===== src/rtl/rr_arb_mux.sv =====
// Round-robin / fixed-priority N:1 arbiter feeding a single registered output stage.
// Downstream backpressure stalls arbitration; the output word holds until accepted.
module rr_arb_mux #(
  parameter int unsigned WIDTH = 16,
  parameter int unsigned NCH   = 5,
  localparam int unsigned SELW = (NCH > 2) ? $clog2(NCH) : 1
) (
  input  logic                   clk,
  input  logic                   reset,
  input  logic                   io_mode,
  input  logic [NCH-1:0]         io_in_valid,
  output logic [NCH-1:0]         io_in_ready,
  input  logic [NCH*WIDTH-1:0]   io_in_bits,
  output logic                   io_out_valid,
  input  logic                   io_out_ready,
  output logic [WIDTH-1:0]       io_out_bits,
  output logic [SELW-1:0]        io_out_sel
);

  logic            load_en;
  logic            any_valid;
  logic            xfer;
  logic [SELW-1:0] ptr;
  logic [SELW-1:0] grant;
  logic [SELW-1:0] low_idx;
  logic [SELW-1:0] hi_idx;
  logic            found_lo;
  logic            found_hi;
  logic [WIDTH-1:0] grant_bits;

  // Lowest valid index overall, and lowest valid index strictly above ptr.
  // Round-robin takes the latter when present, otherwise wraps to the former.
  always_comb begin
    found_lo = 1'b0;
    found_hi = 1'b0;
    low_idx  = '0;
    hi_idx   = '0;
    for (int i = 0; i < int'(NCH); i++) begin
      if (io_in_valid[i]) begin
        if (!found_lo) begin
          low_idx  = SELW'(i);
          found_lo = 1'b1;
        end
        if (!found_hi && (SELW'(i) > ptr)) begin
          hi_idx   = SELW'(i);
          found_hi = 1'b1;
        end
      end
    end
  end

  always_comb begin
    any_valid = found_lo;
    grant     = (io_mode || !found_hi) ? low_idx : hi_idx;
    load_en   = !io_out_valid || io_out_ready;
    xfer      = !reset && load_en && any_valid;
  end

  // One-hot ready on the granted channel only.
  always_comb begin
    io_in_ready = '0;
    for (int i = 0; i < int'(NCH); i++) begin
      io_in_ready[i] = xfer && (grant == SELW'(i));
    end
  end

  always_comb begin
    grant_bits = '0;
    for (int i = 0; i < int'(NCH); i++) begin
      if (grant == SELW'(i)) begin
        grant_bits = io_in_bits[i*WIDTH +: WIDTH];
      end
    end
  end

  // Output stage and round-robin pointer; ptr resets to the last channel so channel 0 goes first.
  always_ff @(posedge clk) begin
    if (reset) begin
      io_out_valid <= 1'b0;
      io_out_bits  <= '0;
      io_out_sel   <= '0;
      ptr          <= SELW'(NCH - 1);
    end else if (load_en) begin
      if (any_valid) begin
        io_out_valid <= 1'b1;
        io_out_bits  <= grant_bits;
        io_out_sel   <= grant;
        ptr          <= grant;
      end else begin
        io_out_valid <= 1'b0;
      end
    end
  end

endmodule


===== config.mk =====
export PLATFORM = sky130hd
export DESIGN_NAME = rr_arb_mux
export DESIGN_NICKNAME = d
export VERILOG_FILES = /design/src/rtl/rr_arb_mux.sv
export SDC_FILE = /design/constraint.sdc
export NUM_CORES = 1
export LEC_CHECK = 0
export BUFFER_PORTS_ARGS = -buffer_cell sky130_fd_sc_hd__buf_2
export CAP_MARGIN = 30
export CORE_MARGIN = 3
export CORE_UTILIZATION = 39
export DETAILED_ROUTE_END_ITERATION = 6
export GPL_TIMING_DRIVEN = 0
export PLACE_DENSITY = 0.88
export SLEW_MARGIN = 20
export SYNTH_ARGS = -nofsm -noshare
export SYNTH_HDL_FRONTEND = slang
export SYNTH_SLANG_ARGS = --single-unit

===== constraint.sdc =====
create_clock -name clk -period 2.5 [get_ports clk]
set_input_delay 0.5 -clock clk [delete_from_list [all_inputs] [get_ports clk]]
set_output_delay 0.5 -clock clk [all_outputs]
set_load 0.01 [all_outputs]

Word-level counts from Yosys, hierarchy flattened
Index checks and enable logic that the tools add are counted.

Register bits: 23. Input bits: 89. Output and inout port bits: 25. Logic and storage cells: 73.

Order comparisons: 5. Equality and inequality tests: 4. Muxes and demuxes: 38. Reductions and logical operators: 22.

Operators by type and width (number): $mux 16 (5); $mux 3 (13); $mux 1 (20); $logic_and 1x1->1 (11); $logic_not 1->1 (7); $eq 3x2->1 const B (2); $gt 1x3->1 const A (2); $gt 2x3->1 const A (2); $eq 3x1->1 const B (1); $eq 3x3->1 const B (1); $gt 3x3->1 const A (1); $logic_not 3->1 (1); $logic_or 1x1->1 (2); $reduce_and 2->1 (1).

Logic depth before layout (Yosys ltp)
Gate-level depths: netlist (run 1).

Depth in word-level cells: 28. Gate-level depth with buffers: 8. Gate-level depth less buffers: 6.

Worst setup path after synthesis (run 1)
Ideal clock, no wire load.

Path type: input to output. Start point: input port io_in_valid[0]. End point: output port io_in_ready[2]. Arrival time: 1.987 ns. Required time: 2.000 ns. Path slack: 0.013 ns. Cell stages on the path: 7. Path buffers: 3. Cell sequence: nor4_1 > a21o_1 > buf_2 > buf_2 > buf_1 > nor2_1 > and3_1.

Cells in the longest elaborated chain, start to end: 22. Elaborated cells on any way between the ends: 44. Those cells by class: eq/ne (1); mux (31); reduce/logical (12).

RTL lines: from (decl) (line 11) `input logic [NCH-1:0] io_in_valid,`; $mux 1 (line 39) `if (io_in_valid[i]) begin`; $logic_not 1->1 (line 44) `if (!found_hi && (SELW'(i) > ptr)) begin`; $logic_and 1x1->1 (line 44); $mux 1 (line 44); $mux 1 (line 39); $logic_not 1->1 (line 44); $logic_and 1x1->1 (line 44); $mux 1 (line 44); (+6 left out); $logic_and 1x1->1 (line 44); $mux 1 (line 44); $mux 1 (line 39); $logic_not 1->1 (line 54) `grant = (io_mode || !found_hi) ? low_idx : hi_idx;`; $logic_or 1x1->1 (line 54); $mux 3 (line 54); $eq 3x2->1 (line 63) `io_in_ready[i] = xfer && (grant == SELW'(i));`; $logic_and 1x1->1 * (line 63); to (decl) (line 12) `output logic [NCH-1:0] io_in_ready,`.

Mark *: on every way between the ends. The rest lies on a longest branch, timed or not.

==> results.sh, run 1 <==
export IMPL_cts_made_buffers=3
export IMPL_grt_pass1_wl_mm=10.3
export IMPL_gp_congestion=0.781
export IMPL_violations="setup timing"
export IMPL_r2r_start="io_out_sel[0]"
export IMPL_hold_violations=0
export IMPL_fin_skew_ns=0.00421
export IMPL_period_minus_slack_ns=2.54
export IMPL_io_pins=114
export IMPL_firstDrtPassIters=5
export IMPL_rrSetupSlack_ns=-0.04
export IMPL_reg2regPathDepth=9
export IMPL_cp_startpoint="io_out_sel[0]"
export IMPL_yosys_warnings=0
export IMPL_crit_fanout=8
export IMPL_critPathArrivalTime_ns=2.70
export IMPL_wl_per_cell_um=17.5
export IMPL_finalCritPeriodShare=1.02
export IMPL_synth_cells=241
export IMPL_ys_types=44
export IMPL_ir_worst_vdd_uv=391
export IMPL_routed_via_density=5.85
export IMPL_clockRootBuffer="clkbuf_8"
export IMPL_vias=2476
export IMPL_grt_overflow=0
export IMPL_synth_area_um2=1860
export IMPL_cp_start_kind="register"
export IMPL_path_class="reg2reg"
export IMPL_finalNetCount=461
export IMPL_antenna_found_initial=0
export IMPL_synthXorXnorAreaFrac=0
export IMPL_setup_viol_count_final=3
export IMPL_end_kind="register"
export IMPL_fmax_mhz=394
export IMPL_dieArea_um2=5620
export IMPL_area_delta_synth_final_pct=60.9
export IMPL_layout_commonest_cell="buf_2"
export IMPL_postCtsHoldBufs=0
export IMPL_min_path_type="reg2reg"
export IMPL_synth_top_family_by_area="simple AND/OR/NAND/NOR gates"
export IMPL_worst_slew_pin_slew_ns=0.820
export IMPL_layout_drive_gt1_share=0.515
export IMPL_ant_nets=0
export IMPL_die_y_um=75.0
export IMPL_start_util=0.415
export IMPL_layout_common_cells="buf_2, nand2_1, nor2_1"
export IMPL_tns_ns=-0.0593
export IMPL_worstPathRequired_ns=2.66
export IMPL_p_per_area_nw_per_um2=408
export IMPL_antenna_cells=0
export IMPL_htree_num_levels=1
export IMPL_grt_start_max_net_pins=20
export IMPL_grt_use_total=0.236
export IMPL_cts_path_max_buffers=2
export IMPL_routed_wirelength_mm=7.41
export IMPL_first_global_vias=2348
export IMPL_drc=0
export IMPL_coreArea_um2=4470
export IMPL_synthAdderAreaFrac=0
export IMPL_die_width_um=75.0
export IMPL_slew_violations=0
export IMPL_dp_hpwl_mm=5.02
export IMPL_relSlewSlack=0.453
export IMPL_finalWorstSetupSlack_ns=-0.0382
export IMPL_io_buffers=113
export IMPL_maxCapViolCount=0
export IMPL_synthSimpleGateAreaFrac=0.318
export IMPL_avgSynthCellArea_um2=7.70
export IMPL_outcome="finished with violations"
export IMPL_ys_seq_area_frac=0.227
export IMPL_fp_row_count=24
export IMPL_clock_sinks=21
export IMPL_leakagePower_nw=1.45
export IMPL_endpoint="io_out_bits[13]"
export IMPL_synth_top_flop_cell="dfxtp_1"
export IMPL_first_iter_violations=206
export IMPL_synth_edf_count=0
export IMPL_ys_ff_latch=21
export IMPL_clkSlewWorstSetupHoldPaths_ns=0.08
export IMPL_synth_async_reset_ratio=0
export IMPL_cts_tree="yes"
export IMPL_rsz0062_at_grt="yes"
export IMPL_synth_compound_area_frac=0.253
export IMPL_syn_nets=330
export IMPL_clk_latency_ns=0.27
export IMPL_holdWs_ns=0.516
export IMPL_worst_r2r_endpoint="io_out_bits[13]"
export IMPL_synthMuxAreaShare=0.138
[synth_stat cells (2+ instances only)]
master / n / share of area
or3_1: 4 / 0.013
dfxtp_1: 21 / 0.23
buf_4: 3 / 0.012
nor3_1: 18 / 0.049
a211o_1: 2 / 0.0094
mux2i_1: 5 / 0.027
inv_1: 3 / 0.0061
a2111oi_1: 7 / 0.038
buf_1: 2 / 0.0040
o22ai_1: 3 / 0.010
and2_1: 3 / 0.010
clkbuf_1: 9 / 0.018
nor2_1: 28 / 0.057
nand3_1: 13 / 0.035
mux2_2: 9 / 0.055
nand2_1: 45 / 0.091
a221oi_1: 16 / 0.076
and3_1: 2 / 0.0067
o21ai_0: 2 / 0.0054
or4_1: 3 / 0.012
buf_2: 5 / 0.013
nor2b_1: 5 / 0.017
a2111oi_2: 6 / 0.049
mux2_4: 7 / 0.057
[power by group]
group          internal [mW]  leakage, nW  switching, mW
logic                  0.296         1.25          0.283
clock network          0.111       0.0255          0.127
registers              0.372        0.175         0.0291
[per-stage QoR]
| step | total power [mW] | setup WS (ns) | util | instances | area (um^2) |
|---|---|---|---|---|---|
| 2_1_floorplan | 0.681 | 0.0129 | - | 241 | 1860 |
| 3_3_place_gp | 0.843 | -0.646 | 0.556 | 406 | 2490 |
| 3_5_place_dp | 0.853 | -0.688 | 0.556 | 406 | 2490 |
| 4_1_cts | 1.13 | 0.00305 | 0.606 | 417 | 2710 |
| 5_1_grt | 1.28 | -0.104 | 0.667 | 423 | 2990 |
| 6_report | 1.22 | -0.0382 | 0.667 | 423 | 2990 |
[flip-flops by register name, indices dropped and copies added (netlist names)]
name	flops
io_out_bits	16
io_out_sel	3
io_out_valid	1
ptr	1
[kinds of logic after synthesis]
family,after synthesis
buffers and inverters,23
AO/OA/AOI/OAI,48
multiplexers,21
AND/OR/NAND/NOR,128
flip-flops,21
[metal layers]
layer	global-route usage	wire [um]	part of all wire
met4	0.0988	194	0.026
met5	0	0	0
met3	0.0414	573	0.077
met2	0.406	3750	0.51
met1	0.288	2900	0.39
[worst max-delay path, cell delays in order, from the launching register on]
cell and delay [ns]:
dfxtp_4 0.36, nand2b_4 0.14, a22o_4 0.27, a21oi_4 0.25
buf_6 0.15, buf_6 0.10, mux2_4 0.36, buf_12 0.17
mux2_4 0.32, a2111oi_4 0.30
[worst min-delay path by stage]
| stage | slack (ns) | cells after the start | start | endpoint |
|---|---|---|---|---|
| 2_1_floorplan | 0.49 | 1 | ptr[2] | ptr[2] |
| 3_3_place_gp | 0.48 | 2 | io_out_sel[2] | io_out_sel[2] |
| 3_5_place_dp | 0.49 | 2 | io_out_sel[2] | io_out_sel[2] |
| 4_1_cts | 0.51 | 2 | io_out_sel[2] | io_out_sel[2] |
| 5_1_grt | 0.53 | 3 | io_in_bits[37] | io_out_bits[5] |
| 6_report | 0.52 | 2 | io_out_sel[2] | io_out_sel[2] |
[timing repair]
| item | CTS | global route |
|---|---|---|
| pin swaps | 3 | 4 |
| endpoints found under the setup margin | 18 | 18 |
| gates resized for setup | 24 | 41 |
| gates cloned | 0 | 1 |
| setup buffers | 10 | 6 |
[cell type report]
cell class	instances	area [um^2]
buffer	16	123
clock buffer	3	41.3
clock inverter	1	5.00
fill	367	1490
inverter	3	11.3
multi-input combinational	197	1540
sequential	21	425
tap	52	65.1
timing repair buffer	130	771
Note: power is estimated with default switching activity, not from simulation.
==> inputs of run 2 (changes only) <==
- CORE_ASPECT_RATIO: not set -> 1.25
==> run 2 against run 1 <==
The run still ends with setup timing left; total power hardly changed; die area hardly changed; sequential share of layout area hardly changed; first-iteration DRC count is 19% lower; sequential cell count stayed put; clock power hardly changed; wire length is 0.32% lower; cell count is 0.71% higher; critical endpoint is now io_in_ready[2]; largest power group unchanged.
==> results.sh, run 2 (same netlist as run 1, synthesis figures left out) <==
export IMPL_firstDrtPassIters=4
export IMPL_critPathArrivalTime_ns=2.08
export IMPL_end_kind="primary output"
export IMPL_dp_slack_ns=-0.664
export IMPL_antenna_cells=0
export IMPL_layout_drive_gt1_share=0.511
export IMPL_nFillCells=380
export IMPL_crit_buf_inv=3
export IMPL_power_mw=1.22
export IMPL_grt_start_max_net_pins=20
export IMPL_cp_startpoint="io_out_sel[0]"
export IMPL_ir_worst_vdd_uv=278
export IMPL_layout_commonest_cell="buf_2"
export IMPL_gp_congestion=0.933
export IMPL_combPwrFrac=0.477
export IMPL_critPathMostFrequentCell="buf_6"
export IMPL_intPower_uw=776
export IMPL_first_iter_violations=166
export IMPL_reg_top3="io_out_bits x16, io_out_sel x3"
export IMPL_min_path_type="reg2reg"
export IMPL_ant_nets=0
export IMPL_cts_made_buffers=3
export IMPL_vias=2427
export IMPL_post_place_cells=412
export IMPL_dieArea_um2=5630
export IMPL_finalNetCount=458
export IMPL_swShare=0.362
export IMPL_final_cells=426
export IMPL_relSlewSlack=0.257
export IMPL_met2_length_mm=3.98
export IMPL_largest_reg_flops=16
export IMPL_hold_violations=0
export IMPL_path_delay_family="compound AO/OA/AOI/OAI gates"
export IMPL_fmax_mhz=388
export IMPL_rrSetupSlack_ns=0
export IMPL_slowest_stage="dfxtp_4"
export IMPL_htree_num_levels=1
export IMPL_crit_fanout=4
export IMPL_io_buffers=113
export IMPL_grt_pass1_wl_mm=11.3
export IMPL_grt_use_total=0.255
export IMPL_postCtsHoldBufs=0
export IMPL_p_seq_frac=0.330
export IMPL_wl_per_cell_um=17.3
export IMPL_die_y_um=83.1
export IMPL_regMostFlops="io_out_bits"
export IMPL_io_pins=114
export IMPL_clockRootBuffer="clkbuf_8"
export IMPL_clk_latency_ns=0.27
export IMPL_grt_overflow=0
export IMPL_r2r_start="io_out_sel[0]"
export IMPL_first_global_vias=2463
export IMPL_maxCapViolCount=0
export IMPL_violations="setup timing"
export IMPL_path_class="reg2out"
export IMPL_clkPwrFrac=0.193
export IMPL_clock_sinks=21
export IMPL_outcome="finished with violations"
export IMPL_worst_slew_pin_slew_ns=1.11
export IMPL_period_minus_slack_ns=2.58
export IMPL_setup_viol_count_final=5
export IMPL_start_util=0.413
export IMPL_cts_tree="yes"
export IMPL_finalWorstSetupSlack_ns=-0.0800
export IMPL_rsz0062_at_grt="yes"
export IMPL_dp_hpwl_mm=5.27
export IMPL_cp_cell_sequence="nand2b_4 > a22o_4 > a21oi_4 > buf_12 > buf_6 > mux2_4 > and3_4 > buf_6"
export IMPL_routed_via_density=5.70
export IMPL_antenna_found_initial=0
export IMPL_fp_row_count=27
export IMPL_finalCritPeriodShare=1.03
export IMPL_wl_met1_mm=2.72
export IMPL_layout_common_cells="buf_2, nand2_1, nor2_1"
export IMPL_leakagePower_nw=1.43
export IMPL_p_sw_uw=441
export IMPL_clkSlewWorstSetupHoldPaths_ns=0.08
export IMPL_routed_wirelength_mm=7.39
export IMPL_p_per_area_nw_per_um2=408
export IMPL_cp_start_kind="register"
export IMPL_slew_violations=0
export IMPL_coreArea_um2=4490
export IMPL_cts_path_max_buffers=2
export IMPL_fin_skew_ns=0.00201
export IMPL_worstPathRequired_ns=2.00
export IMPL_min_from="io_out_sel[2]"
export IMPL_wl_met3_um=529
export IMPL_die_width_um=67.7
export IMPL_routed_top_layer="met4"
export IMPL_area_delta_synth_final_pct=60.8
export IMPL_critPathMaxStageDelay_ns=0.37
export IMPL_drc=0
-- run 2: changes by cell type in the layout (fill, tap and decap cells not counted), moves of 2 or more --
cell | before | now
clkbuf_4 | 2 | 0
clkbuf_2 | 4 | 2
mux2_4 | 9 | 11
mux2_2 | 7 | 5
buf_1 | 1 | 3
-- run 2: power by group through the flow --
stage	registers (mW)	clock network [mW]	logic [mW]
floorplan	0.417	0	0.264
global placement	0.404	0	0.442
detailed placement	0.405	0	0.453
CTS	0.399	0.235	0.497
global route	0.405	0.251	0.623
finish	0.402	0.235	0.581
-- run 2: through the flow --
stage | cell area [um^2] | TNS [ns] | hold WS, ns | utilization
6_report | 2980 | -0.160 | 0.505 | 0.664
3_3_place_gp | 2490 | -8.32 | 0.467 | 0.555
3_5_place_dp | 2490 | -9.04 | 0.495 | 0.555
4_1_cts | 2740 | -0.130 | 0.515 | 0.610
2_1_floorplan | 1860 | 0 | 0.491 | -
5_1_grt | 2980 | -0.891 | 0.539 | 0.664
-- run 2: worst register-to-register path, delay by kind of cell (launching register included) --
kind                   cells  cell delay (ns)
AOI/OAI and AO/OA          3             0.79
buffers and inverters      3             0.44
DFF                        1             0.37
muxes                      2             0.66
and+or+nand+nor            1             0.14
-- run 2: area by class of cell --
cell class,count,area [um^2],area share
buffer,16,116,0.0390
sequential,21,425,0.143
inverter,3,11.3,0.00378
clock buffer,3,41.3,0.0138
clock inverter,1,5.00,0.00168
multi-input combinational,197,1600,0.535
tap,58,72.6,0.0243
timing repair buffer,127,716,0.240
-- run 2: per-layer routing --
layer  up-vias  GRT usage
met3        18     0.0406
li1       1148          -
met2       116      0.439
met4         0     0.0978
met1      1145      0.304
met5         -          0
-- run 2: final timing paths --
check                         end  cells past startpoint
hold / removal      io_out_sel[2]                      2
hold reg to reg     io_out_sel[2]                      2
setup reg to reg  io_out_bits[10]                      9
setup / recovery   io_in_ready[2]                      8
-- run 2: repair_timing --
action	in CTS	in global routing
gates resized for setup	31	36
setup endpoints to repair	15	18
buffers inserted	10	4
pin swaps	2	3
==> inputs of run 3 (changes only) <==
- SKIP_LAST_GASP: not set -> 1
==> run 3 against run 2 <==
The flow still finishes with violations (setup timing); sequential power is essentially flat; critical path depth is the same; clock power is essentially flat; combinational power shrank 9.6%; total power shrank 4.6%; sequential share of layout area grew 0.83 points; register-to-register slack is essentially flat; wire length shrank 3.8%; critical path type unchanged; largest cell class unchanged.
==> results.sh, run 3 (same netlist as run 1, synthesis figures left out) <==
export IMPL_outcome="finished with violations"
export IMPL_violations="setup timing"
export IMPL_relSlewSlack=0.512
export IMPL_largest_reg_flops=16
export IMPL_regMostFlops="io_out_bits"
export IMPL_grt_pass1_wl_mm=11.4
export IMPL_vias=2409
export IMPL_worst_r2r_endpoint="io_out_bits[1]"
export IMPL_holdPathEnd="io_out_sel[2]"
export IMPL_r2r_start="io_out_sel[0]"
export IMPL_fp_row_count=27
export IMPL_period_minus_slack_ns=2.59
export IMPL_area_delta_synth_final_pct=51.9
export IMPL_final_area_um2=2820
export IMPL_dp_hpwl_mm=5.27
export IMPL_critPathArrivalTime_ns=2.09
export IMPL_antenna_cells=0
export IMPL_reg2regPathDepth=9
export IMPL_worstPathRequired_ns=2.00
export IMPL_layout_drive_gt1_share=0.485
export IMPL_cts_made_buffers=3
export IMPL_htree_num_levels=1
export IMPL_post_place_cells=412
export IMPL_routed_via_density=5.67
export IMPL_antenna_found_initial=0
export IMPL_grt_start_max_net_pins=20
export IMPL_tns_ns=-0.178
export IMPL_start_util=0.413
export IMPL_maxCapViolCount=0
export IMPL_end_kind="primary output"
export IMPL_slew_violations=0
export IMPL_clockRootBuffer="clkbuf_8"
export IMPL_finalWorstSetupSlack_ns=-0.0886
export IMPL_finalNetCount=457
export IMPL_fin_skew_ns=0.00177
export IMPL_p_per_area_nw_per_um2=412
export IMPL_wl_per_cell_um=16.7
export IMPL_min_path_cells=2
export IMPL_cts_tree="yes"
export IMPL_dieArea_um2=5630
export IMPL_die_y_um=83.1
export IMPL_routed_wirelength_mm=7.10
export IMPL_coreArea_um2=4490
export IMPL_layout_commonest_cell="buf_2"
export IMPL_clkSlewWorstSetupHoldPaths_ns=0.08
export IMPL_drc=0
export IMPL_reg_top3="io_out_bits x16, io_out_sel x3"
export IMPL_ant_nets=0
export IMPL_dpl_instance_area_um2=2490
export IMPL_clk_latency_ns=0.27
export IMPL_cp_start_kind="register"
export IMPL_path_class="reg2out"
export IMPL_firstDrtPassIters=4
export IMPL_grt_use_total=0.255
export IMPL_hold_violations=0
export IMPL_final_cells=425
export IMPL_ir_worst_vdd_uv=271
export IMPL_setup_viol_count_final=4
export IMPL_min_from="io_out_sel[2]"
export IMPL_first_global_vias=2465
export IMPL_crit_fanout=4
export IMPL_leakagePower_nw=1.39
export IMPL_power_mw=1.16
export IMPL_grt_overflow=0
export IMPL_min_path_type="reg2reg"
export IMPL_io_pins=114
export IMPL_first_iter_violations=132
export IMPL_rsz0062_at_grt="yes"
export IMPL_cts_path_max_buffers=2
export IMPL_layout_common_cells="buf_2, nand2_1, nor2_1"
export IMPL_io_buffers=113
export IMPL_finalCritPeriodShare=1.04
export IMPL_gp_congestion=0.933
export IMPL_die_width_um=67.7
export IMPL_fmax_mhz=386
export IMPL_dp_slack_ns=-0.664
export IMPL_clock_sinks=21
export IMPL_rrSetupSlack_ns=0
export IMPL_worst_slew_pin_slew_ns=0.729
[run 3: changes by cell type in the layout (fill, tap and decap cells not counted), sizes merged]
cell    before  now
buf        138  134
clkbuf       8   11
[run 3: worst max-delay path by stage]
stage,start,to,slack (ns),cells past startpoint
2_1_floorplan,io_in_valid[0],io_in_ready[2],0.01,7
3_3_place_gp,io_in_valid[3],io_in_ready[3],-0.64,8
3_5_place_dp,io_in_valid[0],io_in_ready[0],-0.66,9
4_1_cts,io_out_sel[0],io_in_ready[3],-0.1,7
5_1_grt,io_out_sel[0],io_in_ready[3],-0.16,7
6_report,io_out_sel[0],io_in_ready[2],-0.09,8
[run 3: what timing repair did]
item,4_1_cts,5_1_grt
pin swaps,2,2
setup buffers,10,3
endpoints found under the setup margin,15,18
cloned,0,0
resized for setup,27,15
hold buffers,0,0
[run 3: final cells by class]
class,instances,area (um^2)
fillers,405,1670
clock buffers,3,41.3
inverters,3,11.3
well taps,58,72.6
plain buffers,16,115
multi-input cells,197,1460
clock inverters,1,5.00
repair buffers,126,692
flip-flops and latches,21,425
[run 3: per-stage QoR]
| stage | hold slack (ns) | utilization |
|---|---|---|
| CTS | 0.515 | 0.607 |
| detailed placement | 0.495 | 0.555 |
| global route | 0.538 | 0.627 |
| finish | 0.505 | 0.627 |
| floorplan | 0.491 | - |
| global placement | 0.467 | 0.555 |
[run 3: metal layers]
layer,part of all wire,GRT usage
met1,0.38,0.303
met4,0.020,0.0904
met3,0.075,0.0433
met5,0,0
met2,0.52,0.445
[run 3: critical path, cell delays in order (launching register included)]
cell      delay [ns]
dfxtp_4         0.37
nand2b_4        0.14
a22o_4          0.25
a21oi_4         0.24
buf_12          0.15
buf_6           0.09
mux2_4          0.28
and3_4          0.18
buf_6           0.11
[run 3: report_power, final]
| part | internal, mW | switching (mW) | total (mW) |
|---|---|---|---|
| logic | 0.267 | 0.258 | 0.525 |
| clock network | 0.111 | 0.124 | 0.235 |
| registers | 0.372 | 0.0292 | 0.401 |
| total | 0.750 | 0.411 | 1.16 |
